## config.mk

```make
export PLATFORM = sky130hd
export DESIGN_NAME = uart_cmd_sequencer
export DESIGN_NICKNAME = d
export VERILOG_FILES = /design/src/rtl/uart_pkg.sv /design/src/rtl/uart_tx_byte.sv /design/src/rtl/uart_cmd_sequencer.sv
export SDC_FILE = /design/constraint.sdc
export NUM_CORES = 1
export LEC_CHECK = 0
export CORE_UTILIZATION = 45
export DETAILED_ROUTE_END_ITERATION = 8
export GPL_TIMING_DRIVEN = 0
export MAX_ROUTING_LAYER = met4
export PLACE_DENSITY = 0.65
export SETUP_SLACK_MARGIN = 0.15
export SLEW_MARGIN = 10
export SYNTH_ARGS = -nofsm -noshare
export SYNTH_HDL_FRONTEND = slang
export SYNTH_SLANG_ARGS = --single-unit
export TNS_END_PERCENT = 5
```

## constraint.sdc

```tcl
create_clock -name clk -period 4.1 [get_ports clk]
set_input_delay 0.82 -clock clk [delete_from_list [all_inputs] [get_ports clk]]
set_output_delay 0.82 -clock clk [all_outputs]
set_load 0.05 [all_outputs]
```

## src/rtl/uart_pkg.sv

```systemverilog
// Shared constants and types for the UART command sequencer.
package uart_pkg;

    // Start bit, eight data bits and a stop bit make one character
    localparam int UART_FRAME_BITS      = 10;
    // 50 MHz clock divided down to 115200 baud
    localparam int DEFAULT_CLKS_PER_BIT = 434;

    // Frame sequencer states
    typedef enum logic [1:0] {
        IDLE = 2'd0,
        SEND = 2'd1,
        GAP  = 2'd2,
        DONE = 2'd3
    } state_t;

    // Default twelve-byte command frame; byte 0 is transmitted first
    typedef logic [11:0][7:0] cmd_frame_t;

endpackage

```

## src/rtl/uart_tx_byte.sv

```systemverilog
// Bit-level 8N1 serializer: start bit, d[0]..d[7], stop bit, CLKS_PER_BIT clocks each.
//
// Handshake: a byte is accepted on any clock edge where valid & ready are both
// high; data must be stable in that cycle. ready is high while idle, and also
// during the final cycle of the stop bit. This lets the next start bit follow
// the stop bit directly. If nothing is offered then, the serializer goes idle.
module uart_tx_byte
    import uart_pkg::*;
#(
    parameter int CLKS_PER_BIT = DEFAULT_CLKS_PER_BIT
) (
    input  logic       clk,
    input  logic       rst,
    input  logic [7:0] data,
    input  logic       valid,
    output logic       ready,
    output logic       tx
);

    localparam int BAUD_W = $clog2(CLKS_PER_BIT);

    logic              active;
    logic [8:0]        shreg;     // remaining bits after the start bit: data then stop
    logic [3:0]        bit_cnt;   // 0 = start bit, 1..8 = data, 9 = stop bit
    logic [BAUD_W-1:0] baud_cnt;
    logic              last_tick;

    assign last_tick = active && (bit_cnt == 4'(UART_FRAME_BITS - 1))
                              && (baud_cnt == BAUD_W'(CLKS_PER_BIT - 1));
    assign ready     = ~active | last_tick;

    // Load on handshake, otherwise step through the bit cells of the character
    always_ff @(posedge clk) begin
        if (rst) begin
            active   <= 1'b0;
            tx       <= 1'b1;
            shreg    <= '1;
            bit_cnt  <= '0;
            baud_cnt <= '0;
        end else if (valid && ready) begin
            active   <= 1'b1;
            tx       <= 1'b0;
            shreg    <= {1'b1, data};
            bit_cnt  <= '0;
            baud_cnt <= '0;
        end else if (active) begin
            if (baud_cnt == BAUD_W'(CLKS_PER_BIT - 1)) begin
                baud_cnt <= '0;
                if (bit_cnt == 4'(UART_FRAME_BITS - 1)) begin
                    active <= 1'b0;
                    tx     <= 1'b1;
                end else begin
                    bit_cnt <= bit_cnt + 4'd1;
                    tx      <= shreg[0];
                    shreg   <= {1'b1, shreg[8:1]};
                end
            end else begin
                baud_cnt <= baud_cnt + BAUD_W'(1);
            end
        end
    end

endmodule

```

## src/rtl/uart_cmd_sequencer.sv

```systemverilog
// Sends a captured NUM_BYTES command frame as back-to-back 8N1 characters.
module uart_cmd_sequencer
    import uart_pkg::*;
#(
    parameter int CLKS_PER_BIT = DEFAULT_CLKS_PER_BIT,
    parameter int NUM_BYTES    = 12,
    parameter int GAP_CLKS     = 0
) (
    input  logic                      clk,
    input  logic                      rst,
    input  logic                      uart_start,
    input  logic [NUM_BYTES-1:0][7:0] cmd_buf,
    output logic                      tx,
    output logic                      busy,
    output logic                      done
);

    localparam int IDX_W = (NUM_BYTES > 1) ? $clog2(NUM_BYTES) : 1;
    localparam int GAP_W = (GAP_CLKS > 1) ? $clog2(GAP_CLKS) : 1;

    state_t                    state;    // visible to checkers by hierarchical name
    logic                      start_q;
    logic                      trig;
    logic [NUM_BYTES-1:0][7:0] frame;
    logic [IDX_W-1:0]          idx;
    logic [IDX_W-1:0]          idx_next;
    logic                      last_byte;
    logic [GAP_W-1:0]          gap_cnt;
    logic                      ser_valid;
    logic                      ser_ready;
    logic [7:0]                ser_data;

    assign trig      = uart_start & ~start_q;
    assign idx_next  = idx + IDX_W'(1);
    assign last_byte = (idx == IDX_W'(NUM_BYTES - 1));

    // Offer a byte to the serializer in the same cycle the FSM decides to send,
    // so the start bit appears one clock after the deciding edge
    always_comb begin
        ser_valid = 1'b0;
        ser_data  = frame[idx];
        case (state)
            IDLE: if (trig) begin
                ser_valid = 1'b1;
                ser_data  = cmd_buf[0];
            end
            SEND: if (ser_ready && !last_byte && (GAP_CLKS == 0)) begin
                ser_valid = 1'b1;
                ser_data  = frame[idx_next];
            end
            GAP:  if (gap_cnt == GAP_W'(GAP_CLKS - 1)) ser_valid = 1'b1;
            default: ser_valid = 1'b0;
        endcase
    end

    // Frame sequencer: edge detect, capture, byte ordering, gap and status
    always_ff @(posedge clk) begin
        if (rst) begin
            state   <= IDLE;
            start_q <= 1'b0;
            busy    <= 1'b0;
            done    <= 1'b0;
            idx     <= '0;
            gap_cnt <= '0;
            frame   <= '0;
        end else begin
            start_q <= uart_start;
            done    <= 1'b0;
            case (state)
                IDLE: if (trig) begin
                    frame <= cmd_buf;
                    busy  <= 1'b1;
                    idx   <= '0;
                    state <= SEND;
                end
                SEND: if (ser_ready) begin
                    if (last_byte) begin
                        busy  <= 1'b0;
                        done  <= 1'b1;
                        state <= DONE;
                    end else begin
                        idx <= idx_next;
                        if (GAP_CLKS > 0) begin
                            gap_cnt <= '0;
                            state   <= GAP;
                        end
                    end
                end
                GAP: begin
                    if (gap_cnt == GAP_W'(GAP_CLKS - 1)) state <= SEND;
                    else gap_cnt <= gap_cnt + GAP_W'(1);
                end
                DONE: state <= IDLE;
                default: state <= IDLE;
            endcase
        end
    end

    uart_tx_byte #(
        .CLKS_PER_BIT(CLKS_PER_BIT)
    ) u_tx_byte (
        .clk  (clk),
        .rst  (rst),
        .data (ser_data),
        .valid(ser_valid),
        .ready(ser_ready),
        .tx   (tx)
    );

endmodule

```

* Word level (Yosys, flattened, before mapping)
Cells that the tools add are included.
Word-level totals: flip-flop bits (word level) 129, input port bits 99, output and inout bits 3, logic and storage cells 105
Operators by class: add/subtract/negate cells 4, $lt $le $gt $ge 2, equality and inequality tests 12, muxes and demuxes 39, bitwise gates (word level) 7, reductions and logical operators 18
Operator list (number):
- $bmux 8 s4 | 2
- $mux 8 | 8
- $mux 1 | 16
- $pmux 8 s2 | 1
- $mux 4 | 3
- $ne 2x2->1 const B | 6
- $reduce_and 4->1 | 3
- $lt 4x5->1 const B | 2
- $add 9x1->9 const B | 1
- $eq 9x9->1 const B | 1
- $mux 9 | 1
- $add 4x1->4 const B | 2
- $eq 4x4->1 const B | 2
- $mux 2 | 4
- $pmux 2 s4 | 1
- $pmux 4 s2 | 1
- $reduce_and 3->1 | 2
- $reduce_bool 2->1 | 3
- $not 1->1 | 5
- $eq 2x2->1 const B | 2
- $logic_and 1x1->1 | 4
- $reduce_and 2->1 | 2
- $pmux 1 s3 | 1
- $reduce_or 3->1 | 1
- other kinds (8) | 8

* Longest topological paths before layout
Gate-level depths: netlist of the first run.
depth after elaboration 10, gate-level depth with buffers 8, mapped depth without buffers 7

* Modules after synthesis
Synthesis of the first run repeated with hierarchy kept, for this count alone.
Second synthesis, totals: cell total of the unflattened synthesis 772, area total of the unflattened synthesis 6538.8 µm²
By module, submodules not included:
- uart_cmd_sequencer | instances 1, cells an instance 648, area each 5401.4 µm², sequential area each 2122.0 µm²
- uart_tx_byte | instances 1, cells an instance 124, area each 1137.3 µm², sequential area each 460.4 µm²

* Worst setup path before layout of the first run
No wires, ideal clock.
kind input-to-reg, from input port uart_start, to register u_tx_byte.shreg[0], library setup time 135 ps, data arrival time 2007 ps, required time 3965 ps, setup slack 1958 ps, cell stages on the path 5, buffers on the path 0, path through or3b_2 a21oi_1 o211ai_1 a221oi_1 a22oi_1
On the way: cells in the longest elaborated chain, start to end 6, elaborated cells on any way between the ends 11, those cells by class eq/ne (1); mux (5); bitwise (1); reduce/logical (4)
RTL lines:
- start: declaration | line uart_cmd_sequencer.sv:11 | input logic uart_start,
- $and 1x1->1 * | line uart_cmd_sequencer.sv:33 | assign trig = uart_start & ~start_q;
- $mux 1 | line uart_cmd_sequencer.sv:43 | IDLE: if (trig) begin
- $pmux 1 s3 | line uart_cmd_sequencer.sv:42 | case (state)
- $logic_and 1x1->1 | line uart_tx_byte.sv:40 | end else if (valid && ready) begin
- $ne 2x2->1 (no source line) or $reduce_bool 2->1 (tied branches)
- $reduce_and 3->1 (no source line)
- end signal: assignment | line uart_tx_byte.sv:43 | shreg <= {1'b1, data};
- end signal: assignment | line uart_tx_byte.sv:55 | shreg <= {1'b1, shreg[8:1]};
- end: declaration | line uart_tx_byte.sv:23 | logic [8:0] shreg;
Mark *: on every way between the ends. The rest lies on a longest branch, timed or not. A chain may end at the register's enable or synchronous reset.

* Final worst setup path of the first run
from input port uart_start, to register frame[95] in the netlist's numbering
On the way: cells in the longest elaborated chain, start to end 2
RTL lines:
- $and 1x1->1 | line uart_cmd_sequencer.sv:33
- $reduce_and 2->1 (no source line)
- end signal: assignment | line uart_cmd_sequencer.sv:71 | frame <= cmd_buf;
- end: declaration | line uart_cmd_sequencer.sv:24 | logic [NUM_BYTES-1:0][7:0] frame;
Every way passes these cells.

==> impl_results.md, run 1 <==
* Status: complete, no violations
* Worst path slowest cell: clkbuf_1
* Number of antenna-violating nets in the routed design at 0
* Vert. Die Dim at 121 µm
* Die area at about 0.015 mm²
* GRT Util Overall at ~28%
* Io pins at around 100
* Netlist cell types at slightly above 40
* PD cells at 416 mW/mm²
* Detailed Routing Iterations Pass 1 at 5
* Setup bufs post-CTS at 0
* Fin. Hold Viols at 0
* WL/cell at 18.2 µm
* Largest net degree at the start of global routing at 17
* Share of post-route cells with drive strength above 1 at approximately 11%
* Row cnt at 43
* Clk root buf: clkbuf_16
* Gr ovfl total at 0
* Area delta synth->final at 28.7%
* First-pass GRT wire length at between 30000 and 40000 µm
* Maximum clock skew at final layout at between 0.008 and 0.009 ns
* Clock sink count at around 130
* Hold path startpoint: frame[92]
* Crit Path Category: input pin to flop
* Worst EP arrival at between 3 and 4 ns
* Initial Util at a little under half
* CTS Buffer Depth at 2
* Crit path required time at around 4.4 ns
* Pin slew with the least headroom to its limit at just under 0.8 ns
* Final setup TNS at 0 ns
* Syn_area_per_cell at between 8 and 9 µm²
* H-Tree Depth at 4
* Biggest area consumer among synthesized cells: dfxtp_1
* Placed Cells at between 1000 and 1500
* Synth Instances at approximately 730
* Die width at about 120 µm
* R2r startpoint: idx[0]
* Max incr delay on CP at ~0.65 ns
* Leak pwr at between 2 and 3 nW
* Worst slew margin at between 40 and 50%
* CP dominant cell by count: clkbuf_1
* Nets@finish at about 960
* Period utilization at slightly below 70%
* Sequential fraction of the synthesis area at 40.5%
* Worst-path clk slew at 0.05 ns
* VDD IR-drop max at ~0.38 mV
* Worst slack at placement at just under 0.9 ns
* Hold Buf Count CTS at 0
* Starting DRC count in detailed routing at between 400 and 500
* Synthesized flop and latch total at between 100 and 150
* YS warnings at 0
* Cell Count, Final, Fillers Out at between 1000 and 1500
* Port Buffers at 100
* Bufs and invs on worst path at 4
* Final setup vio count at 0
* Post-CTS sizing at 0
* DP Wirelength at 14500 µm
* Number of global-route vias before repair at 5756
* Fin. max-slew vios at 0
* Worst Setup SP: uart_start
* # DRC at 0
* Final worst slack at about 1.3 ns
* Clk_lat worst skew at about 0.42 ns
* Ranking of synthesized cells by area: dfxtp_1 (41%), mux4_2 (17%), nand2_1 (14%)
* Crit-path max FO at 10
* Most frequent cells in the layout: nand2_1 (232), dfxtp_1 (129), a21oi_1 (115)
* TritonCTS clock tree: done
* Core Footprint at about 0.014 mm²
* Vias per cell at about 5.7
* CTS buffer count at 17
* Max-capacitance violation count at 0
* Unrepaired setup endpoints after global routing: false
* Synthesized area at ~0.0064 mm²
* Crit. End Element: flop
* Min-Delay Path Class: flop to flop
* Yosys top cell area share at approximately two fifths
* Max Freq at between 300 and 400 MHz
* DR vias at between 5000 and 6000
* Most common cell after layout, fill and taps aside: nand2_1
* CP cell instances: clkdlybuf4s50_1, and3_1, clkbuf_1, clkbuf_1, clkbuf_1, nand2_1, a21oi_1
* Syn nets at 837
* Initial antenna violation count at 0
* # diodes at 0
* RD Place Congestion at 0.923
* DRT Wirelength at around 19000 µm
* Tmin final at between 2 and 3 ns
* CP top delay family: buffers and inverters
* Critical Path Start Type: input pin
==> logic make-up after synthesis <==
logic type / Yosys count / share of synthesized area, %
compound gates: 163 / 14.6
fa+ha+maj: 5 / 0.981
flops: 129 / 40.5
xor+xnor: 15 / 2.06
buf+inv: 66 / 4.20
simple gates: 302 / 19.9
mux: 53 / 17.8
==> final cells by class <==
class	instances	area (µm²)
plain buffers	59	241
clock buffers	19	443
clock inverters	13	163
fillers	1220	5620
inverters	7	26.3
multi-input cells	538	3520
flip-flops and latches	129	2580
well taps	180	225
repair buffers	100	1000
==> Yosys cell counts, drive strengths merged <==
master and instances:
or3b 1, buf 19, and2 3, nor2b 5
a211oi 1, or3 1, nand3 5, and3 7
o32a 1, a22oi 13, nor3 1, nand2 232
nand4b 7, o2111ai 2, nor2 26, ha 5
nand4 7, dfxtp 129, a221oi 7, mux2i 4
nor4 1, clkbuf 40, a21oi 116, nand3b 3
mux2 1, xnor2 7, mux4 48, o211a 1
a221o 1, inv 7, o31ai 1, nand2b 2
or4b 1, xor2 8, a41oi 1, o21ai 16
a21o 1, o211ai 2
==> state kept, by name, summed over array words and instances, names as in the netlist <==
| signal | cells |
|---|---|
| start_q | 1 |
| done | 1 |
| gap_cnt | 1 |
| busy | 1 |
| frame | 96 |
| u_tx_byte.tx | 1 |
| u_tx_byte.active | 1 |
| u_tx_byte.baud_cnt | 9 |
| idx | 4 |
| state | 2 |
| u_tx_byte.bit_cnt | 4 |
| u_tx_byte.shreg | 8 |
==> worst paths after layout <==
kind | to | slack, ns | depth (start not counted)
worst min-delay path | frame[92] | 0.47 | 2
worst max register to register | u_tx_byte.shreg[3] | 1.53 | 7
worst max-delay path | frame[95] | 1.30 | 7
worst min register to register | frame[92] | 0.47 | 2
==> where the power goes <==
group	switching (mW)	internal (mW)
Sequential	0.0620	1.33
Clock	0.565	0.971
Combinational	0.245	0.241
==> worst reg2reg max path: cells and delay by family, from the launching register on <==
family / cells / cell delay, ns
AO/OA/AOI/OAI: 2 / 0.34
adder cells (fa/ha/maj): 1 / 0.27
buffers and inverters: 2 / 0.84
flip-flops: 1 / 0.32
multiplexers: 1 / 0.44
AND/OR/NAND/NOR: 1 / 0.22
==> routing by layer <==
metal	vias to the layer above	global-route usage (%)	wire length (µm)
met5	-	-	0
met1	2851	36.8	8470
met2	235	43.9	9030
met3	28	4.89	1150
met4	0	10.4	407
li1	2814	-	-
==> per-stage QoR <==
step | cell area, µm² | util, % | hold slack [ns] | power [mW]
after global placement | 7600 | 55.0 | 0.452 | 1.88
final | 8210 | 59.4 | 0.469 | 3.41
after global routing | 8210 | 59.4 | 0.486 | 3.55
after detailed placement | 7600 | 55.0 | 0.460 | 1.89
after floorplan | 6370 | - | 0.443 | 1.68
after CTS | 8210 | 59.4 | 0.468 | 3.43
Note: power is estimated with default switching activity, not from simulation.
==> run 2: changes to the inputs <==
Settings changed: PLACE_DENSITY 0.65 to 0.68.
Clock period 4.1 ns to 2.3 ns, I/O delays scaled along.
==> run 2 against run 1 <==
Sequential power grew 78%. Clock-buffer cell count shrank 1. Global-route usage shrank 0.18 points. Worst hold slack lost 0.0010 ns. Clock power grew 80%. Sequential share of layout area shrank 0.35 points. Power grew 80%. Clock skew is essentially flat. Wire length shrank 0.95%. Die area is the same. Largest cell class unchanged. Highest routed layer unchanged.
==> impl_results.md, run 2 (same netlist as run 1, synthesis figures left out) <==
* TritonCTS clock tree: done
* GRT Util Overall at 28.0% (-0.18 points)
* Largest Register: frame
* Fin. Hold Viols at 0 (unchanged)
* Cell internal pwr at 4.48 mW (+76%)
* Die area at 0.0146 mm² (unchanged)
* Nets@finish at 958 (+0.21%)
* Area delta synth->final at 30.2%
* Final setup TNS at 0 ns (unchanged)
* Core Footprint at 0.0138 mm² (unchanged)
* Min-Delay Path Class: flop to flop
* Fin util at 60.0% (+0.66 points)
* DP Wirelength at 14400 µm (-0.85%)
* Most frequent cells in the layout: nand2_1 (232), dfxtp_1 (129), a21oi_1 (114)
* Initial antenna violation count at 0 (unchanged)
* Fin. max-slew vios at 0 (unchanged)
* Critical Path Start Type: flop
* Max-capacitance violation count at 0 (unchanged)
* Vert. Die Dim at 121 µm (unchanged)
* Clock share of power at 45.2% (+0.2 points)
* Worst-path clk slew at 0.06 ns (about the same)
* Unrepaired setup endpoints after global routing: true
* Io pins at 102 (unchanged)
* Worst EP arrival at 2.56 ns (-0.57 ns)
* CTS Buffer Depth at 2 (unchanged)
* DR vias at 5872 (-0.94%)
* PD cells at 739 mW/mm² (+78%)
* # diodes at 0 (unchanged)
* Row cnt at 43 (unchanged)
* Clk root buf: clkbuf_16
* Gr ovfl total at 0 (unchanged)
* Leak pwr at 2.95 nW (+2.4%)
* Switching share of total power at 27.0% (+1.5 points)
* Port Buffers at 100 (unchanged)
* FF+latch area at 0.00258 mm² (unchanged)
* Crit Path Category: flop to flop
* Final setup vio count at 0 (unchanged)
* Footprint of the multi-input gates at 0.00354 mm² (+0.53%)
* Largest net degree at the start of global routing at 17 (unchanged)
* Detailed Routing Iterations Pass 1 at 4 (-1)
* Initial Util at 46.1% (unchanged)
* Largest registers: frame: 96 flops, u_tx_byte.baud_cnt: 9 flops, u_tx_byte.shreg: 8 flops
* WL/cell at 18.0 µm (-1.1%)
* Pin slew with the least headroom to its limit at 0.679 ns (-0.109 ns)
* Total design power at 6.13 mW (+80%)
* Status: complete, no violations
* RD Place Congestion at 0.909 (-1.6%)
* Clk_lat worst skew at 0.43 ns (about the same)
* Starting DRC count in detailed routing at 450 (-5.5%)
* Number of antenna-violating nets in the routed design at 0 (unchanged)
* Fillers at 1227 (+0.57%)
* Combinational power share at 14.5% (+0.3 points)
* VDD IR-drop max at 0.631 mV (+67%)
* Maximum clock skew at final layout at 0.00859 ns (+0.0000766 ns)
* Worst slack at placement at -0.515 ns (-1.41 ns)
* Hold Buf Count CTS at 0 (unchanged)
* Worst slew margin at 54.6% (+7.1 points)
* Max reg flops at 96 (unchanged)
* Clock sink count at 129 (unchanged)
* Tmin final at roughly 2.2 ns
* Die width at 121 µm (unchanged)
* CTS buffer count at 17 (unchanged)
* Period utilization at 95.8%
* # DRC at 0 (unchanged)
* Vias per cell at 5.61 (-1.1%)
* H-Tree Depth at 4 (unchanged)
* Max Freq at around 450 MHz
* Crit. End Element: flop
* Register share of total power at 40.3% (-0.4 points)
* Number of global-route vias before repair at 5901 (+2.5%)
* DRT Wirelength at 18900 µm (-0.95%)
* Final worst slack at 0.0971 ns (-1.21 ns)
* First-pass GRT wire length at 30000 µm (-0.89%)
* Most common cell after layout, fill and taps aside: nand2_1
* Share of post-route cells with drive strength above 1 at 13.4% (+2.3 points)
* Crit path required time at 2.65 ns (-1.79 ns)
* P_sw at 1.66 mW (+90%)
* Crit-path max FO at 5 (-5)
## run 2: cell types whose count changed in the layout (fill, tap and decap cells not counted), sizes merged
cell / change
inv: +6
clkinv: -2
clkinvlp: -2
bufinv: -1
clkbuf: +1
## run 2: power groups by stage
| stage | sequential (mW) | combinational (mW) | clock, mW |
|---|---|---|---|
| detailed placement | 2.52 | 0.859 | 0 |
| global route | 2.49 | 0.969 | 2.90 |
| CTS | 2.47 | 0.878 | 2.80 |
| floorplan | 2.48 | 0.521 | 0 |
| global placement | 2.51 | 0.841 | 0 |
| finish | 2.47 | 0.890 | 2.77 |
## run 2: final cells by class
| class | instances | area share, % |
|---|---|---|
| Tap cell | 180 | 2.71 |
| Multi-Input combinational cell | 538 | 42.7 |
| Clock buffer | 18 | 5.29 |
| Clock inverter | 14 | 2.07 |
| Buffer | 59 | 3.54 |
| Inverter | 7 | 0.317 |
| Timing Repair Buffer | 102 | 12.2 |
| Sequential cell | 129 | 31.1 |
## run 2: per-stage QoR
step / area [µm²] / instances / hold WS (ns)
floorplan: 6370 / 733 / 0.443
global placement: 7600 / 1013 / 0.451
detailed placement: 7600 / 1013 / 0.459
CTS: 8260 / 1046 / 0.467
global route: 8300 / 1047 / 0.495
finish: 8300 / 1047 / 0.468
## run 2: worst max-delay path, stage by stage, from the launching register on
cell and delay (ns):
dfxtp_1 0.34, or4b_4 0.59, o31ai_4 0.36, buf_4 0.19
o2111ai_1 0.14, a221o_1 0.39, a21oi_1 0.12
## run 2: worst paths after layout
| kind | startpoint | to | slack, ns | cells after the start |
|---|---|---|---|---|
| max | u_tx_byte.baud_cnt[2] | u_tx_byte.shreg[7] | 0.1 | 6 |
| min | frame[90] | frame[90] | 0.47 | 2 |
| max reg2reg | u_tx_byte.baud_cnt[2] | u_tx_byte.shreg[7] | 0.1 | 6 |
| min reg2reg | frame[90] | frame[90] | 0.47 | 2 |
## run 2: routing by layer
metal / part of all wire (%) / vias to the layer above / global-route usage, %
met4: 1.6 / 0 / 9.88
met5: 0 / - / -
met2: 49 / 204 / 46.0
met3: 6.1 / 25 / 6.11
met1: 43 / 2823 / 34.0
li1: - / 2820 / -
## run 2: what timing repair did
action / in CTS / in global routing
buffers inserted: 1 / 1
resized for setup: 19 / 14
pin swaps: 2 / 1
setup endpoints to repair: 107 / 108
gates cloned: 0 / 0
